### src/rtl/frame_rr_arbiter_pkg.sv
// ============================================================================
// Module   : genericSwitchPkg
// Purpose  : Shared cell descriptor types, port count and arbiter FSM states.
// Revision : 1.0
// ============================================================================
`default_nettype none

package genericSwitchPkg;

    localparam int nbrOfPorts = 4;
    localparam int C_PORT_W   = $clog2(nbrOfPorts);

    typedef struct packed {
        logic startOfFrame;
        logic endOfFrame;
        logic error;
    } info_type;

    typedef struct packed {
        logic [C_PORT_W-1:0] port;
        logic [7:0]          address;
        logic [5:0]          length;
        logic                dataPresent;
        info_type            info;
    } cell_queue_type;

    typedef enum logic [0:0] {
        IDLE   = 1'b0,
        LOCKED = 1'b1
    } arbState_type;

endpackage

`default_nettype wire

### src/rtl/frame_rr_arbiter_rr_pick.sv
// ============================================================================
// Module   : rr_pick
// Purpose  : Combinational round-robin picker: first eligible index at or
//            after the pointer, wrapping modulo the port count.
// Revision : 1.0
// ============================================================================
`default_nettype none

module rr_pick #(
    parameter int NBR_PORTS = 4,
    parameter int IDX_W     = $clog2(NBR_PORTS)
) (
    input  logic [NBR_PORTS-1:0] i_eligible,
    input  logic [IDX_W-1:0]     i_rr_ptr,
    output logic [IDX_W-1:0]     o_winner,
    output logic                 o_found
);

    function automatic logic [IDX_W-1:0] f_wrap(input logic [IDX_W-1:0] ptr, input int ofs);
        f_wrap = IDX_W'((int'(ptr) + ofs) % NBR_PORTS);
    endfunction

    always_comb begin
        o_winner = '0;
        o_found  = 1'b0;
        for (int k = 0; k < NBR_PORTS; k++) begin
            if (!o_found && i_eligible[f_wrap(i_rr_ptr, k)]) begin
                o_found  = 1'b1;
                o_winner = f_wrap(i_rr_ptr, k);
            end
        end
    end

endmodule

`default_nettype wire

### src/rtl/frame_rr_arbiter.sv
// ============================================================================
// Module   : frame_rr_arbiter
// Purpose  : Frame-aware round-robin arbiter with a registered output stage.
//            Optional idle-lock abort enabled by FRAME_LOCK_TIMEOUT_EN.
// Revision : 1.0
// ============================================================================
`default_nettype none

module frame_rr_arbiter
    import genericSwitchPkg::*;
#(
    parameter int nbrOfPorts  = genericSwitchPkg::nbrOfPorts,
    parameter int lockTimeout = 256
) (
    input  logic                                   clk,
    input  logic                                   rst,
    input  logic           [nbrOfPorts-1:0]        req,
    input  cell_queue_type [nbrOfPorts-1:0]        reqCell,
    output logic           [nbrOfPorts-1:0]        ack,
    output logic                                   outValid,
    output cell_queue_type                         outCell,
    output logic           [$clog2(nbrOfPorts)-1:0] outPort,
    input  logic                                   outReady,
    output logic                                   timeoutPulse
);

    localparam int                    C_PW  = $clog2(nbrOfPorts);
    localparam logic [nbrOfPorts-1:0] C_ONE = nbrOfPorts'(1);

    arbState_type   r_state_q, w_state_d;
    logic [C_PW-1:0] r_rr_ptr_q, w_rr_ptr_d;
    logic [C_PW-1:0] r_lock_port_q, w_lock_port_d;
    logic           r_out_valid_q, w_out_valid_d;
    cell_queue_type r_out_cell_q, w_out_cell_d;
    logic [C_PW-1:0] r_out_port_q, w_out_port_d;

    logic [nbrOfPorts-1:0] w_eligible;
    logic [C_PW-1:0]       w_winner;
    logic                  w_found;
    logic                  w_load;
    cell_queue_type        w_sel_cell;
    logic                  w_timeout_pulse_d;

    function automatic logic [C_PW-1:0] f_next(input logic [C_PW-1:0] p);
        f_next = (int'(p) == nbrOfPorts - 1) ? '0 : p + 1'b1;
    endfunction

    always_comb begin
        w_eligible = req;
        if (r_state_q == LOCKED) begin
            w_eligible = req & (C_ONE << r_lock_port_q);
        end
    end

    rr_pick #(
        .NBR_PORTS (nbrOfPorts),
        .IDX_W     (C_PW)
    ) u_rr_pick (
        .i_eligible (w_eligible),
        .i_rr_ptr   (r_rr_ptr_q),
        .o_winner   (w_winner),
        .o_found    (w_found)
    );

    // Reset gates the load so no pop strobe escapes while rst is high.
    assign w_load     = !rst && w_found && (!r_out_valid_q || outReady);
    assign w_sel_cell = reqCell[w_winner];

    always_comb begin
        w_state_d     = r_state_q;
        w_rr_ptr_d    = r_rr_ptr_q;
        w_lock_port_d = r_lock_port_q;
        w_out_valid_d = r_out_valid_q;
        w_out_cell_d  = r_out_cell_q;
        w_out_port_d  = r_out_port_q;
        ack           = '0;

        if (w_load) begin
            ack           = C_ONE << w_winner;
            w_out_valid_d = 1'b1;
            w_out_cell_d  = w_sel_cell;
            w_out_port_d  = w_winner;
            case (r_state_q)
                IDLE: begin
                    if (!w_sel_cell.info.startOfFrame) begin
                        w_out_cell_d.info.error = 1'b1;
                        w_rr_ptr_d              = f_next(w_winner);
                    end else if (w_sel_cell.info.endOfFrame) begin
                        w_rr_ptr_d = f_next(w_winner);
                    end else begin
                        w_state_d     = LOCKED;
                        w_lock_port_d = w_winner;
                    end
                end
                LOCKED: begin
                    if (w_sel_cell.info.endOfFrame) begin
                        w_state_d  = IDLE;
                        w_rr_ptr_d = f_next(r_lock_port_q);
                    end else if (w_sel_cell.info.startOfFrame) begin
                        w_out_cell_d.info.error = 1'b1;
                    end
                end
                default: w_state_d = IDLE;
            endcase
        end else if (outReady) begin
            w_out_valid_d = 1'b0;
        end

        if (w_timeout_pulse_d) begin
            w_state_d  = IDLE;
            w_rr_ptr_d = f_next(r_lock_port_q);
        end
    end

`ifdef FRAME_LOCK_TIMEOUT_EN
    localparam int                 C_CNT_W    = $clog2(lockTimeout + 1);
    localparam logic [C_CNT_W-1:0] C_CNT_LAST = C_CNT_W'(lockTimeout - 1);

    logic [C_CNT_W-1:0] r_idle_cnt_q, w_idle_cnt_d;
    logic               r_timeout_pulse_q;

    // Counts load-free cycles while locked; any load or leaving LOCKED clears it.
    always_comb begin
        w_idle_cnt_d      = '0;
        w_timeout_pulse_d = 1'b0;
        if (r_state_q == LOCKED && !w_load) begin
            if (r_idle_cnt_q == C_CNT_LAST) begin
                w_timeout_pulse_d = 1'b1;
            end else begin
                w_idle_cnt_d = r_idle_cnt_q + 1'b1;
            end
        end
    end

    always_ff @(posedge clk) begin
        if (rst) begin
            r_idle_cnt_q      <= '0;
            r_timeout_pulse_q <= 1'b0;
        end else begin
            r_idle_cnt_q      <= w_idle_cnt_d;
            r_timeout_pulse_q <= w_timeout_pulse_d;
        end
    end

    assign timeoutPulse = r_timeout_pulse_q;
`else
    logic w_unused_cfg;

    assign w_unused_cfg      = |lockTimeout;
    assign w_timeout_pulse_d = 1'b0;
    assign timeoutPulse      = 1'b0;
`endif

    always_ff @(posedge clk) begin
        if (rst) begin
            r_state_q     <= IDLE;
            r_rr_ptr_q    <= '0;
            r_lock_port_q <= '0;
            r_out_valid_q <= 1'b0;
            r_out_cell_q  <= '0;
            r_out_port_q  <= '0;
        end else begin
            r_state_q     <= w_state_d;
            r_rr_ptr_q    <= w_rr_ptr_d;
            r_lock_port_q <= w_lock_port_d;
            r_out_valid_q <= w_out_valid_d;
            r_out_cell_q  <= w_out_cell_d;
            r_out_port_q  <= w_out_port_d;
        end
    end

    assign outValid = r_out_valid_q;
    assign outCell  = r_out_cell_q;
    assign outPort  = r_out_port_q;

endmodule

`default_nettype wire

### config.mk
export PLATFORM = sky130hd
export DESIGN_NAME = frame_rr_arbiter
export DESIGN_NICKNAME = d
export VERILOG_FILES = /design/src/rtl/frame_rr_arbiter_pkg.sv /design/src/rtl/frame_rr_arbiter_rr_pick.sv /design/src/rtl/frame_rr_arbiter.sv
export SDC_FILE = /design/constraint.sdc
export NUM_CORES = 1
export LEC_CHECK = 0
export CAP_MARGIN = 30
export CORE_MARGIN = 4
export CORE_UTILIZATION = 39
export CTS_CLUSTER_DIAMETER = 60
export DETAILED_ROUTE_END_ITERATION = 10
export GPL_ROUTABILITY_DRIVEN = 0
export GPL_TIMING_DRIVEN = 0
export MAX_ROUTING_LAYER = met4
export PLACE_DENSITY_LB_ADDON = 0.3
export SYNTH_ARGS = -nofsm -noshare
export SYNTH_HDL_FRONTEND = slang
export SYNTH_SLANG_ARGS = --single-unit
### constraint.sdc
create_clock -name clk -period 3.21 [get_ports clk]
set_clock_uncertainty 0.05 [all_clocks]
set_input_delay 0.642 -clock clk [delete_from_list [all_inputs] [get_ports clk]]
set_output_delay 0.642 -clock clk [all_outputs]
set_load 0.05 [all_outputs]
# Yosys cells after proc, flatten, opt, wreduce, memory -nomap -nowiden

Index checks and enable logic that the tools add are counted.

Add/subtract/negate cells: 5
Multiply operators: 0
Div/mod/pow operators: 0
$lt $le $gt $ge: 5
Eq/ne operators: 4
Shift-type cells: 2
Mux-type cells: 35
Bitwise logic cells: 3
Reduce and logical (&&, ||, !) cells: 14

Operators with widths:

| cell                                                 | number |
|---|---|
| binary-select mux 20 bit (select 2 bit)              | 1 |
| two-way mux 20 bit                                   | 1 |
| two-way mux 2 bit                                    | 9 |
| < comparator 2 x 3 -> 1 bit (second input constant)  | 5 |
| two-way mux 1 bit                                    | 15 |
| binary-select mux 1 bit (select 2 bit)               | 4 |
| two-way mux 4 bit                                    | 2 |
| left shift 1 x 2 -> 4 bit (first input constant)     | 2 |
| adder 2 x 1 -> 2 bit (second input constant)         | 3 |
| logical AND 1 bit                                    | 5 |
| zero test 1 bit                                      | 5 |
| adder 2 bit (second input constant)                  | 2 |
| bitwise AND 4 bit                                    | 1 |
| equality test 2 x 1 -> 1 bit (second input constant) | 2 |
| one-hot mux 1 bit (2 select lines)                   | 2 |
| one-hot mux 2 bit (2 select lines)                   | 1 |
| AND reduction 4 bit                                  | 1 |
| != test 3 bit (second input constant)                | 1 |
| AND reduction 3 bit                                  | 1 |
| != test 2 x 1 -> 1 bit (second input constant)       | 1 |
| NOT 1 bit                                            | 2 |
| nonzero test 2 bit                                   | 1 |
| logical OR 1 bit                                     | 1 |

Bits in registers: 28
Bits in latches: 0
RAM bits: 0
Memory bits (read-only): 0
Bits of input ports: 87
Logic and storage cells: 80
Memories kept: 0

# Depth between registers and ports, before layout

Gate-level depths: netlist of run 1.

Word-level depth: 20
Depth in mapped cells: 14

# Hierarchy

A second synthesis of run 1 with hierarchy kept.

Cell total of the unflattened synthesis: 147
Area, all modules: 1684.1 µm²

By module, submodules not included:

| module           | times used | cells an instance | area each (µm²) | seq. area each (µm²) |
|---|---|---|---|---|
| frame_rr_arbiter | 1          | 132               | 1606.5          | 560.5 |
| rr_pick          | 1          | 15                | 77.6            | 0.0 |

# Least setup slack after synthesis of run 1

No wires, ideal clock.

Path kind: register to output
Start: register r_lock_port_q[1]
End: output ack[3]
Arrival: 2556 ps
Data required time: 2518 ps
Setup slack: -38 ps
Cell stages (with the launch flop): 12
Path through: dfxtp_1 > inv_1 > ha_1 > nand2b_4 > a221o_1 > o221ai_4 > nand2_4 > clkinv_2 > buf_2 > buf_2 > ha_1 > and2_1

RTL lines:

| element                                 | RTL line                       | source |
|---|---|---|
| from (decl)                             | frame_rr_arbiter.sv:32         | `logic [C_PW-1:0] r_lock_port_q, w_lock_port_d;` |
| from (signal assigned)                  | frame_rr_arbiter.sv:165        | `r_lock_port_q <= w_lock_port_d;` |
| left shift 1 x 2 -> 4 bit *             | frame_rr_arbiter.sv:51         | `w_eligible = req & (C_ONE << r_lock_port_q);` |
| bitwise AND 4 bit *                     | frame_rr_arbiter.sv:51         |  |
| two-way mux 4 bit *                     | frame_rr_arbiter.sv:50         | `if (r_state_q == LOCKED) begin` |
| binary-select mux 1 bit (select 2 bit)  | frame_rr_arbiter_rr_pick.sv:27 | `if (!o_found && i_eligible[f_wrap(i_rr_ptr, k)]) begin` |
| two-way mux 1 bit (not written as such) | frame_rr_arbiter_rr_pick.sv:27 |  |
| two-way mux 1 bit                       | frame_rr_arbiter_rr_pick.sv:27 |  |
| zero test 1 bit                         | frame_rr_arbiter_rr_pick.sv:27 |  |
| logical AND 1 bit                       | frame_rr_arbiter_rr_pick.sv:27 |  |
| [... 2 more ...]                        | --                             |  |
| logical AND 1 bit                       | frame_rr_arbiter_rr_pick.sv:27 |  |
| two-way mux 1 bit                       | frame_rr_arbiter_rr_pick.sv:27 |  |
| zero test 1 bit                         | frame_rr_arbiter_rr_pick.sv:27 |  |
| logical AND 1 bit                       | frame_rr_arbiter_rr_pick.sv:27 |  |
| two-way mux 2 bit *                     | frame_rr_arbiter_rr_pick.sv:27 |  |
| net u_rr_pick.o_winner[1]               | frame_rr_arbiter_rr_pick.sv:15 | `output logic [IDX_W-1:0] o_winner,` |
| left shift 1 x 2 -> 4 bit *             | frame_rr_arbiter.sv:79         | `ack = C_ONE << w_winner;` |
| two-way mux 4 bit *                     | frame_rr_arbiter.sv:78         | `if (w_load) begin` |
| to (decl)                               | frame_rr_arbiter.sv:19         | `output logic [nbrOfPorts-1:0] ack,` |

The timed path passes the listed nets; every way through them passes the cells marked *. The select of a mux whose other input is x is not followed.

# Worst setup path in the final report of run 1

Start: register r_lock_port_q[1]
End: output ack[1]

Word-level cells in the longest chain between the ends: 18

Ends and longest elaborated chain:

| element                                 | RTL line                       | source |
|---|---|---|
| left shift 1 x 2 -> 4 bit *             | frame_rr_arbiter.sv:51         |  |
| bitwise AND 4 bit *                     | frame_rr_arbiter.sv:51         |  |
| two-way mux 4 bit *                     | frame_rr_arbiter.sv:50         |  |
| binary-select mux 1 bit (select 2 bit)  | frame_rr_arbiter_rr_pick.sv:27 |  |
| two-way mux 1 bit (not written as such) | frame_rr_arbiter_rr_pick.sv:27 |  |
| two-way mux 1 bit                       | frame_rr_arbiter_rr_pick.sv:27 |  |
| zero test 1 bit                         | frame_rr_arbiter_rr_pick.sv:27 |  |
| logical AND 1 bit                       | frame_rr_arbiter_rr_pick.sv:27 |  |
| two-way mux 1 bit                       | frame_rr_arbiter_rr_pick.sv:27 |  |
| zero test 1 bit                         | frame_rr_arbiter_rr_pick.sv:27 |  |
| logical AND 1 bit                       | frame_rr_arbiter_rr_pick.sv:27 |  |
| two-way mux 1 bit                       | frame_rr_arbiter_rr_pick.sv:27 |  |
| zero test 1 bit                         | frame_rr_arbiter_rr_pick.sv:27 |  |
| logical AND 1 bit                       | frame_rr_arbiter_rr_pick.sv:27 |  |
| two-way mux 1 bit                       | frame_rr_arbiter_rr_pick.sv:27 |  |
| logical AND 1 bit (2 in a row)          | frame_rr_arbiter.sv:66         | `assign w_load = !rst && w_found && (!r_out_valid_q \|\| outReady);` |
| two-way mux 4 bit *                     | frame_rr_arbiter.sv:78         |  |

Every way passes the cells marked *; elsewhere a longest branch is shown, timed or not. The select of a mux whose other input is x is not followed.

==> reports/results.tsv, run 1 <==
metric	value	unit
Max-slew headroom	0.570	
Max Cap Viol	0	
TritonRoute pass-1 iters	6	
Sequential Power Share	0.237	
fraction of registers with async set/reset	0	
clock tree sinks	28	
Lkg Pwr	1.34	nW
clock power share	0.097	
initial antenna violation count	0	
core box area	5110	µm²
most frequent cells in the layout	105 x clkdlybuf4s50_1, 59 x nand2_1, 40 x nand3_1	
layout cell share with drive strength beyond 1	0.157	
starting density of the core	0.402	
DR WL/cell	15.8	µm
Pint	1.08	mW
via count	2453	
fin cells	465	
worst endpoint required time	2520	ps
CP Launch Type	register	
number of CTS-inserted buffers	3	
crit path kind	register to output port	
CP Cell Sequence	inv_2 -> ha_1 -> nand2b_4 -> a221o_1 -> o221ai_4 -> nand2_4 -> buf_8 -> ha_1 -> and2_1 -> buf_4	
drt total wl	7.33	mm
htree depth	1	
reg2reg path depth	11	
combinational power share	0.667	
library cells used by synthesis	49	
Post-synth EDFFs	0	
CP arrival	2430	ps
Worst path depth	10	
RSZ-0062 raised after global routing	no	
ant diodes	0	
Die Span X	80.5	µm
Setup crit start	r_lock_port_q[1]$_SDFFE_PP0P_	
critical path's most frequent cell	ha_1	
Clock Path Buffers	2	
CP Capture Type	output port	
largest net degree at the start of global routing	20	
worst-path maximum fanout	6	
reg-to-reg slack, setup	390	ps
final hold vios	0	
share of the yosys chip area belonging to registers	0.273	
fmax	320	MHz
gr usage total	0.235	
Netlist Area Pre-Place	2050	µm²
status	completed	
# rows	26	
crit-path max cell delay	370	ps
Pwr Total	2.04	mW
final instance area	3400	µm²
Clock Latency Late Sink	280	ps
global-route wire length before repair	11.6	mm
Die Ht	80.5	µm
#FFs+latches synth	28	
predominant post-synthesis flop cell	dfxtp_1	
CP max-delay cell	a221o_1	
post-DP HPWL	5.68	mm
port buffer count	112	
Tcrit/Tclk final	0.973	
Worst-path clk slew	90	ps
num ports	115	
placed insts	458	
worst vdd ir	0.384	mV
Area Overhead vs Synth	65.6	%
Remaining DRCs	0	
starting DRC count in detailed routing	90	
Worst-Margin Slew	641	ps
reg2reg start	r_lock_port_q[1]$_SDFFE_PP0P_	
CP Capture Point	ack[1]	
vias per cell	5.28	
Final Critical Period	3120	ps
CTS tree	built	
syn_area_per_cell	7.43	µm²
grt ovf	0	
Final nets	492	
Worst Path Buf+Inv	3	
Slew Viols, Final	0	
Final setup viols	0	
r2r endpoint	r_rr_ptr_q[0]$_SDFFE_PP0P_	
Place WS	-1450	ps
Hold Crit Class	register to register	
pwr dens	600	nW/µm²
DRT antenna net count	0	
Final WS setup	86.6	ps
syn nets	371	
filler cell count	453	
vias in the first global route	2442	
placed inst area	3260	µm²
CTS Root Cell	clkbuf_8	
Crit path max-delay family	compound AO/OA/AOI/OAI gates	
NetSw	961	µW
full die area	6480	µm²
Synth Warn #	0	
switching share of power	0.472	
commonest non-fill, non-tap cell in the layout	clkdlybuf4s50_1	
synthesized instance count	276	
## power groups by stage
| stage | logic [mW] | registers, mW | clock network (mW) |
|---|---|---|---|
| 2_1_floorplan | 0.602 | 0.734 | 0 |
| 3_3_place_gp | 1.27 | 0.484 | 0 |
| 3_5_place_dp | 1.29 | 0.488 | 0 |
| 4_1_cts | 1.36 | 0.481 | 0.201 |
| 5_1_grt | 1.47 | 0.494 | 0.213 |
| 6_report | 1.36 | 0.482 | 0.197 |
## final cells by class
class | instances | area, µm² | area share
buffer | 16 | 91.3 | 0.0269
clock buffer | 3 | 41.3 | 0.0122
inverter | 8 | 45.0 | 0.0133
multi-input combinational | 219 | 1390 | 0.408
sequential | 28 | 562 | 0.165
tap | 70 | 87.6 | 0.0258
timing repair buffer | 121 | 1180 | 0.348
## worst reg2reg max path: cells and delay by family, from the launching register on
| kind | cells | cell delay, ps |
|---|---|---|
| AO/OA/AOI/OAI | 4 | 1190 |
| multiplexers | 1 | 350 |
| buffers and inverters | 3 | 360 |
| AND/OR/NAND/NOR | 2 | 230 |
| flip-flops | 1 | 360 |
| adder cells (fa/ha/maj) | 1 | 170 |
## per-stage QoR
stage               utilization  hold slack [ps]  setup TNS [ps]
floorplan                     -              565               0
global placement          0.639              392           -5880
detailed placement        0.639              395           -6720
CTS                       0.662              408               0
global route              0.665              444               0
finish                    0.665              413               0
## per-layer routing
metal  part of all wire  vias up  GRT usage
met5                  0        -          -
met4              0.010        0     0.0625
met3              0.071        8     0.0538
met2               0.51       84      0.401
met1               0.41     1152      0.277
li1                   -     1209          -
## cells in the mapped netlist (2+ instances only)
cell | instances | share of area
nand2_1 | 60 | 0.11
nand3_1 | 40 | 0.098
dfxtp_1 | 28 | 0.27
clkbuf_1 | 14 | 0.026
nor3b_1 | 13 | 0.048
a31o_2 | 12 | 0.051
nor2_1 | 12 | 0.022
o21ai_0 | 11 | 0.027
ha_1 | 8 | 0.049
a21oi_1 | 7 | 0.017
mux2_2 | 7 | 0.038
o211ai_1 | 6 | 0.022
inv_1 | 5 | 0.0092
and2_1 | 4 | 0.012
buf_2 | 4 | 0.0098
nor2b_1 | 4 | 0.012
o21ai_1 | 3 | 0.0073
or3_1 | 3 | 0.0092
inv_2 | 2 | 0.0037
mux2_1 | 2 | 0.011
nand3b_1 | 2 | 0.0073
o21a_1 | 2 | 0.0073
## cells by family (layout without fill, tap and decap cells)
logic type                 Yosys count  count (layout)  share of synthesized area
buffers and inverters               29             148                     0.0616
adders and majority gates            8               8                     0.0488
AOI/OAI and AO/OA                   55              55                      0.204
muxes                               11              11                     0.0653
DFF                                 28              28                      0.273
other                                1               1                    0.00183
and+or+nand+nor                    144             144                      0.345
## repair_timing
| action | 4_1_cts | 5_1_grt |
|---|---|---|
| gates resized for setup | 46 | 8 |
| buffers inserted | 6 | 3 |
| setup endpoints to repair | 6 | 4 |
| hold buffers | 0 | 0 |
| pin swaps | 6 | 4 |
## worst min-delay path by stage
stage | from | to | slack (ps) | depth (start not counted)
after floorplan | r_state_q$_SDFFE_PP0P_ | r_state_q$_SDFFE_PP0P_ | 570 | 3
after detailed placement | outCell[13]$_SDFFE_PP0P_ | outCell[13]$_SDFFE_PP0P_ | 400 | 2
after global placement | outCell[10]$_SDFFE_PP0P_ | outCell[10]$_SDFFE_PP0P_ | 390 | 2
after global routing | outCell[10]$_SDFFE_PP0P_ | outCell[10]$_SDFFE_PP0P_ | 440 | 2
final | outCell[13]$_SDFFE_PP0P_ | outCell[13]$_SDFFE_PP0P_ | 410 | 2
after CTS | outCell[13]$_SDFFE_PP0P_ | outCell[13]$_SDFFE_PP0P_ | 410 | 2
## sequential cells by signal, indices dropped and copies added, names as in the netlist
name / flops
r_rr_ptr_q: 2
r_lock_port_q: 2
outValid: 1
r_state_q: 1
outCell: 20
outPort: 2
No activity file was read; power rests on OpenSTA's default activity.
==> inputs of run 2 (changes only) <==
--- a/config.mk
+++ b/config.mk
@@ -12,6 +12,7 @@
 export DETAILED_ROUTE_END_ITERATION = 10
 export GPL_ROUTABILITY_DRIVEN = 0
 export GPL_TIMING_DRIVEN = 0
+export HOLD_SLACK_MARGIN = 0.05
 export MAX_ROUTING_LAYER = met4
 export PLACE_DENSITY_LB_ADDON = 0.3
 export SYNTH_ARGS = -nofsm -noshare
==> constraint.sdc (replaced) <==
create_clock -name clk -period 2.9 [get_ports clk]
set_clock_uncertainty 0.05 [all_clocks]
set_input_delay 0.58 -clock clk [delete_from_list [all_inputs] [get_ports clk]]
set_output_delay 0.58 -clock clk [all_outputs]
set_load 0.05 [all_outputs]
==> run 2 against run 1 <==
  * The run now ends with negative setup slack left
  * First-iteration DRC count increased by 140%
  * Sequential power increased by 12%
  * Register-to-register slack worse by 320 ps
  * Global-route usage rose by 2.0 points
  * Via count rose by 8.2%
  * Sequential share of layout area fell by 1.4 points
  * Total power is 27% higher
  * Worst hold slack got worse by 1.6 ps
  * Combinational power rose by 31%
  * Wire length rose by 14%
  * Critical endpoint is now ack[0]
==> reports/results.tsv, run 2 (synthesis results as in run 1) <==
metric	value	unit
Hold Buf Count CTS	0	
Remaining DRCs	0	
vias per cell	5.52	
starting density of the core	0.402	
worst vdd ir	0.352	mV
RSZ-0062 raised after global routing	yes	
Lkg Pwr	1.48	nW
number of CTS-inserted buffers	3	
final instance area	3740	µm²
status	finished, violations left	
placed inst area	3270	µm²
CP Capture Type	output port	
CP Launch Type	register	
largest net degree at the start of global routing	16	
CTS tree	built	
TNS Setup	-137	ps
Die Span X	80.5	µm
fmax	336	MHz
Largest register FFs	20	
crit path kind	register to output port	
# rows	26	
full die area	6480	µm²
failing checks	negative setup slack	
Max Cap Viol	0	
Hold Crit Class	register to register	
Clock Path Buffers	2	
Clock Latency Late Sink	290	ps
core box area	5110	µm²
Final setup viols	2	
Final WS setup	-73.0	ps
final hold vios	0	
DR WL/cell	17.3	µm
Max-slew headroom	0.599	
gr usage total	0.255	
CTS Root Cell	clkbuf_8	
CP arrival	2340	ps
worst endpoint required time	2270	ps
clock tree sinks	28	
worst-path maximum fanout	4	
DRT antenna net count	0	
pwr dens	691	nW/µm²
Area Overhead vs Synth	82.2	%
Final nets	507	
Final Critical Period	2970	ps
Slew Viols, Final	0	
starting DRC count in detailed routing	212	
TritonRoute pass-1 iters	5	
post-DP HPWL	5.62	mm
Die Ht	80.5	µm
num ports	115	
initial antenna violation count	0	
Hold WS	411	ps
drt total wl	8.33	mm
port buffer count	112	
vias in the first global route	2579	
ant diodes	0	
layout cell share with drive strength beyond 1	0.224	
Worst-Margin Slew	597	ps
via count	2654	
Tcrit/Tclk final	1.03	
htree depth	1	
Worst-path clk slew	100	ps
global-route wire length before repair	12.5	mm
grt ovf	0	
commonest non-fill, non-tap cell in the layout	clkdlybuf4s50_1	
most frequent cells in the layout	105 x clkdlybuf4s50_1, 60 x nand2_1, 39 x nand3_1	
run 2: cell types whose count changed in the layout (fill, tap and decap cells not counted), sizes merged:
cell / before / now
buf: 19 / 32
dlygate4sd2: 3 / 2
dlymetal6s2s: 0 / 1
bufbuf: 0 / 1
clkbuf: 13 / 15
run 2: timing repair:
| item | 4_1_cts | 5_1_grt |
|---|---|---|
| setup endpoints to repair | 7 | 9 |
| gates cloned | 1 | 0 |
| pin swaps | 8 | 7 |
| resized for setup | 76 | 19 |
| setup buffers | 15 | 9 |
run 2: critical path: stages (launching register included):
cell and delay [ps]:
dfxtp_4 380, inv_4 40, ha_4 140, nand2b_4 130, a221o_1 390, o221ai_4 240, nand2_4 130, clkbuf_16 190
ha_4 150, and2_4 130, buf_8 140
run 2: power breakdown:
group / switching, mW / internal [mW] / leakage (nW) / total (mW)
clock network: 0.134 / 0.122 / 0.0288 / 0.256
registers: 0.0618 / 0.479 / 0.233 / 0.541
logic: 0.993 / 0.792 / 1.22 / 1.78
run 2: path summary, 6_finish.rpt:
path	startpoint	end	slack [ps]	cells past startpoint
max	r_lock_port_q[1]$_SDFFE_PP0P_	ack[0]	-70	10
min	outCell[10]$_SDFFE_PP0P_	outCell[10]$_SDFFE_PP0P_	410	2
max reg2reg	r_lock_port_q[1]$_SDFFE_PP0P_	r_rr_ptr_q[0]$_SDFFE_PP0P_	70	11
min reg2reg	outCell[10]$_SDFFE_PP0P_	outCell[10]$_SDFFE_PP0P_	410	2
run 2: cell type report:
type | count | area, µm²
Multi-Input combinational cell | 219 | 1520
Fill cell | 412 | 1370
Timing Repair Buffer | 136 | 1350
Sequential cell | 28 | 566
Buffer | 16 | 114
Tap cell | 70 | 87.6
Clock buffer | 4 | 55.1
Inverter | 8 | 45.0
run 2: through the flow:
| step | utilization | std cells | setup WS (ps) | total power, mW |
|---|---|---|---|---|
| 2_1_floorplan | - | 276 | 26.3 | 1.49 |
| 3_3_place_gp | 0.641 | 458 | -1390 | 1.94 |
| 3_5_place_dp | 0.641 | 458 | -1430 | 1.97 |
| 4_1_cts | 0.715 | 476 | -75.2 | 2.47 |
| 5_1_grt | 0.732 | 481 | -130 | 2.72 |
| 6_report | 0.732 | 481 | -73.0 | 2.58 |
run 2: metal layers:
layer  vias to the layer above  GRT usage  share of wire
met1                      1231      0.303           0.39
met5                         -          -              0
li1                       1243          -              -
met2                       159      0.440           0.48
met4                         0     0.0541          0.026
met3                        21     0.0572           0.11
==> inputs of run 3 (changes only) <==
--- a/config.mk
+++ b/config.mk
@@ -5,6 +5,7 @@
 export SDC_FILE = /design/constraint.sdc
 export NUM_CORES = 1
 export LEC_CHECK = 0
+export ABC_CLOCK_PERIOD_IN_PS = 2900
 export CAP_MARGIN = 30
 export CORE_MARGIN = 4
 export CORE_UTILIZATION = 39
@@ -15,6 +16,7 @@
 export HOLD_SLACK_MARGIN = 0.05
 export MAX_ROUTING_LAYER = met4
 export PLACE_DENSITY_LB_ADDON = 0.3
+export SLEW_MARGIN = 20
 export SYNTH_ARGS = -nofsm -noshare
 export SYNTH_HDL_FRONTEND = slang
 export SYNTH_SLANG_ARGS = --single-unit
==> results of run 3 <==
The final DEF is identical to that of run 2; final timing and power are the same.
